<file path="config.mk">
export PLATFORM = sky130hd
export DESIGN_NAME = mesh_term_tx
export DESIGN_NICKNAME = d
export VERILOG_FILES = /design/src/rtl/mesh_pkg.sv /design/src/rtl/mesh_tx_fifo.sv /design/src/rtl/mesh_term_tx.sv
export SDC_FILE = /design/constraint.sdc
export NUM_CORES = 1
export LEC_CHECK = 0
export CAP_MARGIN = 20
export CORE_ASPECT_RATIO = 0.6
export CORE_UTILIZATION = 54
export DETAILED_ROUTE_END_ITERATION = 6
export HOLD_SLACK_MARGIN = 0.1
export PLACE_DENSITY = 0.79
export REMOVE_ABC_BUFFERS = 1
export SYNTH_ARGS = -nofsm -noshare
export SYNTH_HDL_FRONTEND = slang
export SYNTH_SLANG_ARGS = --single-unit
</file>
<file path="constraint.sdc">
create_clock -name clk -period 3.35 [get_ports clk]
set_input_delay 0.5025 -clock clk [delete_from_list [all_inputs] [get_ports clk]]
set_output_delay 0.5025 -clock clk [all_outputs]
set_load 0.1 [all_outputs]
</file>
<file path="src/rtl/mesh_pkg.sv">
// Shared definitions for the mesh terminal transmitter: header field widths,
// the packet header layout, TX control states and the edge-terminal check.
package mesh_pkg;

  localparam int unsigned NXT_W  = 8;
  localparam int unsigned ROW_W  = 4;
  localparam int unsigned COL_W  = 4;
  localparam int unsigned MODE_W = 1;
  localparam int unsigned HDR_W  = NXT_W + ROW_W + COL_W + MODE_W;

  // Header portion of a mesh packet; the payload is appended below mode.
  typedef struct packed {
    logic [NXT_W-1:0]  nxt_jump;
    logic [ROW_W-1:0]  row;
    logic [COL_W-1:0]  col;
    logic [MODE_W-1:0] mode;
  } mesh_pkt_t;

  typedef enum logic [1:0] {
    TX_IDLE   = 2'd0,
    TX_ACTIVE = 2'd1,
    TX_FULL   = 2'd2
  } tx_state_e;

  // A destination is legal only when it names a terminal on the mesh rim:
  // top/bottom rim rows with an in-range column, or left/right rim columns
  // with an in-range row. Corners are not terminals.
  function automatic logic is_edge_dest(
    input logic [ROW_W-1:0] row,
    input logic [COL_W-1:0] col,
    input int unsigned      rows,
    input int unsigned      colums
  );
    int unsigned r;
    int unsigned c;
    logic        row_rim;
    logic        col_rim;
    r       = {{(32-ROW_W){1'b0}}, row};
    c       = {{(32-COL_W){1'b0}}, col};
    row_rim = ((r == 0) || (r == rows + 1)) && (c >= 1) && (c <= colums);
    col_rim = ((c == 0) || (c == colums + 1)) && (r >= 1) && (r <= rows);
    return row_rim || col_rim;
  endfunction

endpackage

</file>
<file path="src/rtl/mesh_tx_fifo.sv">
// First-word-fall-through buffer for outgoing mesh packets. The caller only
// asserts i_push/i_pop when the operation is legal; the head word reads as
// zero while the buffer is empty.
module mesh_tx_fifo #(
  parameter int unsigned WIDTH = 40,
  parameter int unsigned DEPTH = 4
) (
  input  logic                       clk,
  input  logic                       i_rst_n,
  input  logic                       i_push,
  input  logic                       i_pop,
  input  logic [WIDTH-1:0]           i_data,
  output logic [WIDTH-1:0]           o_data,
  output logic [$clog2(DEPTH):0]     o_count,
  output logic                       o_full,
  output logic                       o_empty
);

  localparam int unsigned PTR_W = $clog2(DEPTH);
  localparam int unsigned CNT_W = PTR_W + 1;

  logic [WIDTH-1:0] r_mem [DEPTH];
  logic [PTR_W-1:0] r_wr_ptr;
  logic [PTR_W-1:0] r_rd_ptr;
  logic [CNT_W-1:0] r_count;

  // Storage write; no reset needed since empty reads are masked to zero.
  always_ff @(posedge clk) begin
    if (i_push) begin
      r_mem[r_wr_ptr] <= i_data;
    end
  end

  // Pointer and occupancy tracking; simultaneous push/pop leaves count unchanged.
  always_ff @(posedge clk) begin
    if (!i_rst_n) begin
      r_wr_ptr <= '0;
      r_rd_ptr <= '0;
      r_count  <= '0;
    end else begin
      if (i_push) begin
        r_wr_ptr <= r_wr_ptr + PTR_W'(1);
      end
      if (i_pop) begin
        r_rd_ptr <= r_rd_ptr + PTR_W'(1);
      end
      if (i_push && !i_pop) begin
        r_count <= r_count + CNT_W'(1);
      end else if (i_pop && !i_push) begin
        r_count <= r_count - CNT_W'(1);
      end
    end
  end

  assign o_count = r_count;
  assign o_full  = (r_count == CNT_W'(DEPTH));
  assign o_empty = (r_count == '0);
  assign o_data  = o_empty ? '0 : r_mem[r_rd_ptr];

endmodule

</file>
<file path="src/rtl/mesh_term_tx.sv">
// Terminal-side mesh transmitter: formats client requests into mesh packets,
// rejects non-rim destinations, buffers packets and presents them to the mesh.
// Optional statistics counters are built when MESH_TERM_TX_STATS_EN is defined.
module mesh_term_tx
  import mesh_pkg::*;
#(
  parameter int unsigned ROWS       = 4,
  parameter int unsigned COLUMS     = 4,
  parameter int unsigned pckg_sz    = 40,
  parameter int unsigned fifo_depth = 4
) (
  input  logic                 clk,
  input  logic                 reset,
  input  logic                 wr_en,
  input  logic [ROW_W-1:0]     wr_row,
  input  logic [COL_W-1:0]     wr_col,
  input  logic                 wr_mode,
  input  logic [pckg_sz-18:0]  wr_payload,
  output logic                 wr_full,
  output logic                 wr_err,
  output logic                 pndng_i_in,
  output logic [pckg_sz-1:0]   data_out_i_in,
  input  logic                 popin,
  output logic                 pop_err
`ifdef MESH_TERM_TX_STATS_EN
  ,
  output logic [31:0]          tx_cnt,
  output logic [15:0]          drop_cnt
`endif
);

  localparam int unsigned CNT_W = $clog2(fifo_depth) + 1;

  mesh_pkt_t        w_hdr;
  logic [pckg_sz-1:0] w_pkt;
  logic             w_legal;
  logic             w_full;
  logic             w_empty;
  logic [CNT_W-1:0] w_count;
  logic [CNT_W-1:0] w_cnt_nxt;
  logic             w_push;
  logic             w_pop;
  logic             w_drop;

  tx_state_e        r_state;
  logic             r_pndng;
  logic             r_full;
  logic             r_wr_err;
  logic             r_pop_err;

  assign w_hdr   = '{nxt_jump: '0, row: wr_row, col: wr_col, mode: wr_mode};
  assign w_pkt   = {w_hdr, wr_payload};
  assign w_legal = is_edge_dest(wr_row, wr_col, ROWS, COLUMS);

  // A full buffer still takes a push when the head leaves in the same cycle.
  assign w_pop   = popin && !w_empty;
  assign w_push  = wr_en && w_legal && (!w_full || popin);
  assign w_drop  = wr_en && !w_push;

  mesh_tx_fifo #(
    .WIDTH (pckg_sz),
    .DEPTH (fifo_depth)
  ) u_fifo (
    .clk     (clk),
    .i_rst_n (reset),
    .i_push  (w_push),
    .i_pop   (w_pop),
    .i_data  (w_pkt),
    .o_data  (data_out_i_in),
    .o_count (w_count),
    .o_full  (w_full),
    .o_empty (w_empty)
  );

  // Occupancy after this edge, used to steer the control FSM.
  always_comb begin
    w_cnt_nxt = w_count;
    if (w_push && !w_pop) begin
      w_cnt_nxt = w_count + CNT_W'(1);
    end else if (w_pop && !w_push) begin
      w_cnt_nxt = w_count - CNT_W'(1);
    end
  end

  // Control FSM with registered pending/full outputs tracking buffer occupancy.
  always_ff @(posedge clk) begin
    if (!reset) begin
      r_state <= TX_IDLE;
      r_pndng <= 1'b0;
      r_full  <= 1'b0;
    end else begin
      case (r_state)
        TX_IDLE: begin
          if (w_push) begin
            r_state <= TX_ACTIVE;
            r_pndng <= 1'b1;
          end
        end
        TX_ACTIVE: begin
          if (w_cnt_nxt == CNT_W'(fifo_depth)) begin
            r_state <= TX_FULL;
            r_full  <= 1'b1;
          end else if (w_cnt_nxt == '0) begin
            r_state <= TX_IDLE;
            r_pndng <= 1'b0;
          end
        end
        TX_FULL: begin
          if (w_pop && !w_push) begin
            r_state <= TX_ACTIVE;
            r_full  <= 1'b0;
          end
        end
        default: begin
          r_state <= TX_IDLE;
          r_pndng <= 1'b0;
          r_full  <= 1'b0;
        end
      endcase
    end
  end

  // Sticky error flags, cleared only by reset.
  always_ff @(posedge clk) begin
    if (!reset) begin
      r_wr_err  <= 1'b0;
      r_pop_err <= 1'b0;
    end else begin
      if (w_drop) begin
        r_wr_err <= 1'b1;
      end
      if (popin && w_empty) begin
        r_pop_err <= 1'b1;
      end
    end
  end

  assign pndng_i_in = r_pndng;
  assign wr_full    = r_full;
  assign wr_err     = r_wr_err;
  assign pop_err    = r_pop_err;

`ifdef MESH_TERM_TX_STATS_EN
  logic [31:0] r_tx_cnt;
  logic [15:0] r_drop_cnt;

  // Saturating counters of packets delivered to the mesh and pushes dropped.
  always_ff @(posedge clk) begin
    if (!reset) begin
      r_tx_cnt   <= '0;
      r_drop_cnt <= '0;
    end else begin
      if (w_pop && (r_tx_cnt != '1)) begin
        r_tx_cnt <= r_tx_cnt + 32'd1;
      end
      if (w_drop && (r_drop_cnt != '1)) begin
        r_drop_cnt <= r_drop_cnt + 16'd1;
      end
    end
  end

  assign tx_cnt   = r_tx_cnt;
  assign drop_cnt = r_drop_cnt;
`else
  // Statistics hardware is not present in this build.
`endif

endmodule
</file>
==> metrics.md <==
| Metric | Value |
|---|---|
| Run status | `finished clean` |
| Critical R2R Launch | `u_fifo.o_count[0]` |
| Cts repair resizes | `0` |
| CTS tree | `done` |
| Layout cells sized above 1 | `~30%` |
| Synth Instances | `320` |
| Peak supply drop | `0.9766 mV` |
| I/O pin cnt | `80` |
| Sequential-to-total area share from yosys stat | `just over 70%` |
| R2r endpoint | `r_state[1]` |
| Overflow after GRT | `0` |
| Post-CTS setup buffer count | `0` |
| R2R cell count | `8` |
| RSZ-0062 raised after global routing | `no` |
| Routed WL | `~12 mm` |
| Most frequent cells in the layout | `128 x edfxtp_1, 41 x buf_12, 39 x clkdlybuf4s50_1` |
| Syn Area/Cell | `18.26 µm²` |
| ANT nets after route | `0` |
| CP Launch Type | `flip-flop` |
| Post-Synthesis Cell Area | `around 5800 µm²` |
| Largest net degree at the start of global routing | `33` |
| Die width | `~140 µm` |
| DR vias | `roughly 3.1k` |
| Worst Hold End | `wr_err` |
| Critical Path End Type | `output port` |
| MaxCap Viol Count | `0` |
| Die Span Y | `around 83 µm` |
| # setup viols final | `0` |
| Clock sinks | `around 140` |
| Total CTS buffers | `17` |
| ANT cells | `0` |
| Critical path origin | `u_fifo.o_count[0]` |
| Vias per cell | `~5.6` |
| Detailed Routing Iterations Pass 1 | `5` |
| Seq cells post-synth | `between 100 and 150` |
| Async SR Flop Fraction | `0%` |
| Synth cell types | `46` |
| Clock tree buffer depth | `2` |
| DR iter-0 viols | `278` |
| Post-route insts no fill | `558` |
| Number of synthesized flops with an enable pin | `between 100 and 150` |
| Arr. time, crit path | `roughly 2.4 ns` |
| Worst hold-check path type | `flip-flop to flip-flop` |
| CTS H-tree depth | `4` |
| Hold Fails Final Rpt | `0` |
| Synthesis-to-layout area growth | `33.97%` |
| Post-Place Worst Slack | `about 0.24 ns` |
| Wire per inst | `20.97 µm` |
| Core area | `approximately 10000 µm²` |
| Vias in the first global route | `about 3.1k` |
| Most used DFF post-synth | `edfxtp_1` |
| Antenna violations before repair | `0` |
| Final-report max-slew violation count | `0` |
| GPL Wtd Cong | `around 0.84` |
| R2R Setup Slk | `approximately 0.75 ns` |
| Initial Utilization | `between 50 and 60%` |
| Req. time, crit path | `about 2.9 ns` |
| All-Layer GR Usage | `23.00%` |
| Placed cell count | `526` |
| Hold path depth | `2` |
| Die area | `about 11000 µm²` |
| Worst hold start | `wr_err` |
| Layout filler cell count | `between 500 and 600` |
| Pwr Density | `between 900 and 1000 nW/µm²` |
| Reg clk slew, reported paths | `0.06 ns` |
| Critical path class | `flip-flop to output port` |
| Fmax | `0.3435 GHz` |
| Tmin final | `2.912 ns` |
| Layout net count | `approximately 450` |
| Residual DRC | `0` |
| Setup Skew | `0.01679 ns` |
| FF/Latch Area | `roughly 4100 µm²` |
| Area of the multi-input gates | `approximately 1600 µm²` |
| First-pass GRT wire length | `~18 mm` |
| IO buf count | `71` |
| Setup TNS | `0 ns` |
| Post-route setup slack | `~0.44 ns` |
| Worst-Margin Slew | `approximately 1 ns` |
| Leak Pwr | `roughly 2.6 nW` |
| Num rows | `28` |
| Worst-Skew Late Latency | `0.42 ns` |
| Final period util | `86.91%` |
| Clk root buf | `clkbuf_16` |
| CTS Hold Buffers Added | `0` |
| Commonest non-fill, non-tap cell in the layout | `edfxtp_1` |
| Worst slew margin | `33.34%` |
| Crit path max fanout | `19` |
| Ys Warns | `0` |
| Total Power | `around 0.0073 W` |
| HPWL after DPL | `7.296 mm` |
## Yosys cell counts (2+ instances only)
library cell	n	share of area [%]
a2111oi_4	2	0.94
a21oi_1	5	0.43
and2_1	37	4.0
buf_1	5	0.32
buf_4	8	1.0
clkbuf_1	7	0.45
dfxtp_1	15	5.1
edfxtp_1	128	66
ha_1	7	1.5
inv_1	8	0.51
mux4_2	32	12
nand2_1	10	0.64
nand2b_1	2	0.21
nand3_1	3	0.26
nor2_1	11	0.71
nor3_1	2	0.17
o211ai_1	4	0.51
o21bai_1	2	0.26
o31ai_1	3	0.39
xnor2_1	2	0.30
xor2_1	2	0.30
## critical path, cell delays in order, from the launching register on
cell and delay (ns):
dfxtp_1 0.41, inv_1 0.11, ha_1 0.27, nand2b_1 0.41
buf_4 0.35, and2_1 0.25, buf_12 0.19
## flip-flops by register name, summed over array words and instances (netlist names), named ones only
register         count
pndng_i_in           1
r_state              2
wr_err               1
pop_err              1
u_fifo.r_wr_ptr      2
u_fifo.r_rd_ptr      2
wr_full              1
u_fifo.r_mem       128
u_fifo.o_count       3
## layout make-up
cell class	count	area share, %
Inverter	8	0.3837
Timing Repair Buffer	85	15.96
Clock buffer	21	5.883
Clock inverter	11	2.414
Multi-Input combinational cell	155	20.22
Tap cell	135	2.158
Sequential cell	143	52.98
## worst max-delay path by stage
| stage | end | slack, ns | depth (start not counted) |
|---|---|---|---|
| 6_report | data_out_i_in[9] | 0.44 | 6 |
| 5_1_grt | data_out_i_in[9] | 0.28 | 6 |
| 4_1_cts | data_out_i_in[9] | 0.41 | 6 |
| 3_5_place_dp | r_state[1] | 0.24 | 8 |
| 3_3_place_gp | u_fifo.r_mem[0][1] | 0.31 | 6 |
| 2_1_floorplan | data_out_i_in[0] | 0.22 | 2 |
## through the flow
| stage | hold WS [ns] | cell area (µm²) | util, % |
|---|---|---|---|
| detailed placement | 0.4685 | 7177 | 70.40 |
| CTS | 0.5104 | 7826 | 76.77 |
| global route | 0.5263 | 7826 | 76.77 |
| finish | 0.4955 | 7826 | 76.77 |
| global placement | 0.4620 | 7177 | 70.40 |
| floorplan | 0.4692 | 5752 | - |
## power by group
group          internal, W  switching, W  total (W)
logic              0.00116       0.00208    0.00325
clock network      0.00136      0.000691    0.00205
registers          0.00198     0.0000582    0.00204
## metal layers
layer	vias to the layer above	part of all wire, %	track usage (%)
li1	1429	-	-
met1	1572	44	30.64
met2	134	49	37.11
met3	11	6.4	6.960
met4	0	0.98	6.778
met5	-	0	0
## kinds of logic after synthesis
kind of cell             Yosys count  share of synthesized area (%)
AO/OA/AOI/OAI                     32                          5.162
XOR/XNOR                           4                         0.5998
adder cells (fa/ha/maj)            7                          1.499
buffers and inverters             29                          2.506
flip-flops                       143                          70.94
multiplexers                      32                          12.34
other                              1                        0.06419
AND/OR/NAND/NOR                   72                          6.897
(Power assumes the default switching activity.)
==> RTL edit 1: new RTL, same settings <==
Set the parameter `fifo_depth` to 8 (it was 4).
--- a/src/rtl/mesh_term_tx.sv
+++ b/src/rtl/mesh_term_tx.sv
@@ -7,7 +7,7 @@
   parameter int unsigned ROWS       = 4,
   parameter int unsigned COLUMS     = 4,
   parameter int unsigned pckg_sz    = 40,
-  parameter int unsigned fifo_depth = 4
+  parameter int unsigned fifo_depth = 8
 ) (
   input  logic                 clk,
   input  logic                 reset,
Behaviour: not the same (a bounded check fails within 10 cycles, from zero or initial values and one cycle with reset low).
==> RTL edit 1 against the original RTL <==
Sequential cell count is 132 higher. Clock power is 29% higher. Final cell count up 64%. Maximum frequency down 6.3%. Worst setup slack worse by 0.20 ns. Critical path depth is 1 lower. Routed wire length is 79% higher. Sequential share of layout area rose by 10 points. Worst hold slack worse by 0.017 ns. Power up 48%. Global-route usage shrank 1.9 points. Area after synthesis is 85% higher. Cell area increased by 63%. Critical endpoint is now data_out_i_in[16].
==> RTL edit 1: results (changes against the original RTL) <==
status complete, no violations; number of fill cells in the layout 1253 (+120%); slowest CP cell dfxtp_2; drt initial violations 503 (+81%); top post-synthesis cells by count 256 x edfxtp_1, 64 x mux4_2, 51 x nor2_1; TritonCTS buffer count 24 (+7); DP HPWL 12.32 mm (+69%); Via Count 5365 (+71%); CP top delay family flip-flops; post-synthesis adder-cell area fraction 0.5789% (-0.92 points); post_cts resized 0 (unchanged); Clock Path Buffers 3 (+1); Crit Path Max Fanout 27 (+8); fin nets 671 (+48%); layout cells sized above 1 25.97% (-3.3 points); drt total wl 20.91 mm (+79%); DP Area 11980 um2 (+67%); CTS HTree Levels 1 (-3); placed cells 870 (+65%); non-filler cells in the finished layout 913 (+64%); Relative slew margins 35.26% (+1.9 points); Global Route Usage Sum 21.12% (-1.9 points); Placement Setup Slack 0.1106 ns (-0.1311 ns); first-pass GRT wire length 32.00 mm (+80%); clk slew on worst S/H paths 0.06 ns (about the same); Worst path max stage delay 0.81 ns (+0.40 ns); hold crit path type reg -> reg; max reg flops 256 (+100%); Leak Pwr 4.022 nW (+53%); largest cells by area after synthesis edfxtp_1 71%, mux4_2 13%, dfxtp_1 3.5%; Worst VDD drop 0.8037 mV (-18%); syn_area_per_cell 20.16 um2 (+10%); compound-cell area share of the yosys netlist 1.563% (-3.6 points); Seq/Total Area, Yosys 74.66% (+3.7 points); clock skew 0.008386 ns (-0.008405 ns); Worst Path Arrival 2.61 ns (+0.20 ns); Post-Synth XOR/XNOR Area 0.6484% (+0.049 points); later-pin clock latency in the skew report 0.51 ns (+0.09 ns); initial antenna violation count 0 (unchanged); post-synthesis mux area share 16.68% (+4.3 points); synth unique cells 50 (+8.7%); EDFF count, synth 256 (+100%); gpl congestion 0.8491 (+1.5%)
## RTL edit 1: cell count changes after synthesis, sizes merged, moves of 5 or more
cell	delta
mux4	+32
clkbuf	+5
mux2i	+35
nor2	+40
edfxtp	+128
o21ai	+5
buf	+7
and2	-36
## RTL edit 1: report_power, final
| group | switching, mW | leakage, nW | internal [mW] |
|---|---|---|---|
| clock network | 1.15 | 0.369 | 1.51 |
| registers | 0.129 | 2.46 | 3.81 |
| logic | 3.07 | 1.19 | 1.22 |
## RTL edit 1: kinds of logic (layout without fill, tap and decap cells)
logic type,Yosys count,after routing
AND/OR/NAND/NOR,87,87
AO/OA/AOI/OAI,23,23
other,1,8
adder cells (fa/ha/maj),5,5
multiplexers,100,100
buffers and inverters,37,141
XOR/XNOR,8,8
flip-flops,275,275
## RTL edit 1: worst paths after layout
kind / depth (start not counted) / startpoint / slack, ns / to
min reg2reg: 2 / u_fifo.r_rd_ptr[1] / 0.48 / register
min: 2 / u_fifo.r_rd_ptr[1] / 0.48 / register
max reg2reg: 9 / u_fifo.o_count[0] / 0.71 / r_state[1]
max: 5 / register / 0.24 / data_out_i_in[16]
## RTL edit 1: cell type report
class,instances,area (um2),share of cell area (%)
multi-input combinational,231,2626,20.64
clock buffer,29,640.6,5.033
tap,266,332.8,2.615
inverter,4,15.01,0.1180
timing repair buffer,94,928.4,7.295
clock inverter,14,110.1,0.8651
sequential,275,8074,63.44
## RTL edit 1: routing by layer
| metal | GRT usage (%) | share of wire, % | vias up |
|---|---|---|---|
| met4 | 5.289 | 1.6 | 0 |
| met5 | 0 | 0 | - |
| met3 | 3.566 | 6.3 | 28 |
| met1 | 31.93 | 45 | 2787 |
| li1 | - | - | 2345 |
| met2 | 32.48 | 47 | 205 |
==> RTL edit 2: new RTL, config.mk and constraints unchanged <==
Made on the original files. Register the output `wr_err` once more, cleared by the reset; this adds one clock of latency there. The other outputs are not delayed to match.
--- a/src/rtl/mesh_term_tx.sv
+++ b/src/rtl/mesh_term_tx.sv
@@ -137,7 +137,13 @@
 
   assign pndng_i_in = r_pndng;
   assign wr_full    = r_full;
-  assign wr_err     = r_wr_err;
+  always_ff @(posedge clk) begin
+    if (!reset) begin
+      wr_err <= '0;
+    end else begin
+      wr_err <= r_wr_err;
+    end
+  end
   assign pop_err    = r_pop_err;
 
 `ifdef MESH_TERM_TX_STATS_EN
Formal check against the unedited RTL: not equivalent (Yosys sat finds a counterexample within 4 cycles, from zero or initial values and one cycle with reset low).
==> RTL edit 2 against the original RTL <==
Sequential power is essentially flat. Power shrank 12%. Die area shrank 0.48%. Routed wire length fell by 6.4%. Worst setup slack better by 0.057 ns. Area after synthesis is 0.49% lower. Sequential cell count rose by 1. Cell area shrank 8.2%. Register-to-register slack better by 0.06 ns.
==> RTL edit 2: results (changes against the original RTL) <==
Leak Pwr 2.443 nW (-7.2%); Root Buffer clkbuf_16; non-filler cells in the finished layout 552 (-1.1%); DP HPWL 6.922 mm (-5.1%); EDFF count, synth 128 (unchanged); vias per inst 5.491 (-2.6%); Hold Crit Endpoint wr_err; syn_area_per_cell 18.51 um2 (+1.4%); synth unique cells 41 (-11%); fin nets 447 (-1.3%); hold depth 1 (-1); slowest CP cell clkdlybuf4s50_1; critical hold path startpoint r_wr_err; wire per inst 19.85 um (-5.3%); top post-synthesis cells by count 128 x edfxtp_1, 37 x nor2b_1, 32 x mux4_2; status complete, no violations; Worst path max stage delay 0.59 ns (+0.18 ns); placed cells 520 (-1.1%); layout cells sized above 1 27.10% (-2.2 points); gpl congestion 0.7372 (-12%); first-pass GRT wire length 16.82 mm (-5.2%); drt pass-1 iters 5 (unchanged); CP Launch Point wr_col[2]; largest cells by area after synthesis edfxtp_1 66%, mux4_2 12%, dfxtp_1 5.5%; Period Utilization, post-route 85.21% (-1.7 points); DP Area 6670 um2 (-7.1%); Post-CTS Setup Inserts 0 (unchanged); Crit Path Max Fanout 15 (-4); vias in the first global route 3128 (-0.48%); Placement Setup Slack 0.1444 ns (-0.09731 ns); clock skew 0.005396 ns (-0.01140 ns); Global Route Usage Sum 21.57% (-1.4 points); hold slack 0.4639 ns (-0.03162 ns); Seq/Total Area, Yosys 71.63% (+0.70 points); Relative slew margins 35.18% (+1.8 points); CP top delay family compound AO/OA/AOI/OAI gates; crit path capture pndng_i_in; drt initial violations 284 (+2.2%); Worst VDD drop 0.6272 mV (-36%); flop-to-flop setup slack 0.81 ns (+0.06 ns); Worst Path Arrival 3.16 ns (+0.75 ns); number of fill cells in the layout 616 (+9.8%)
RTL edit 2: cell count changes in the layout (fill, tap and decap cells not counted), sizes merged, moves of 3 or more:
cell,change
nor2b,+37
o211ai,-3
clkinv,+4
mux2i,+3
nor2,-6
nand2,-3
and2,-27
o31ai,-4
bufinv,-4
RTL edit 2: logic make-up (layout without fill, tap and decap cells):
| logic type | after synthesis | count (layout) | synth area share, % |
|---|---|---|---|
| mux | 35 | 35 | 12.91 |
| compound gates | 23 | 23 | 3.465 |
| simple gates | 72 | 72 | 7.383 |
| other cells | 1 | 8 | 0.06451 |
| fa+ha+maj | 7 | 7 | 1.507 |
| flops | 144 | 144 | 71.63 |
| xor+xnor | 5 | 5 | 0.7535 |
| buf+inv | 27 | 123 | 2.282 |
RTL edit 2: final cells by class:
| class | instances | area, um2 | share of cell area, % |
|---|---|---|---|
| sequential | 144 | 4167 | 57.98 |
| inverter | 7 | 26.28 | 0.3657 |
| clock inverter | 9 | 67.56 | 0.9403 |
| timing repair buffer | 84 | 753.2 | 10.48 |
| multi-input combinational | 150 | 1555 | 21.64 |
| clock buffer | 23 | 447.9 | 6.234 |
| tap | 135 | 168.9 | 2.351 |
RTL edit 2: where the power goes:
| part | total (mW) | switching (mW) | internal, mW |
|---|---|---|---|
| logic | 2.78 | 2.08 | 0.703 |
| clock network | 1.67 | 0.659 | 1.01 |
| registers | 2.04 | 0.0418 | 2.00 |
| total | 6.49 | 2.78 | 3.71 |
RTL edit 2: metal layers:
metal,share of wire [%],up-vias,wire length [um],GRT usage [%]
li1,-,1395,-,-
met1,44,1501,4834,28.20
met2,48,125,5240,34.59
met3,7.2,10,793,6.716
met4,0.83,0,91,8.111
met5,0,-,0,0
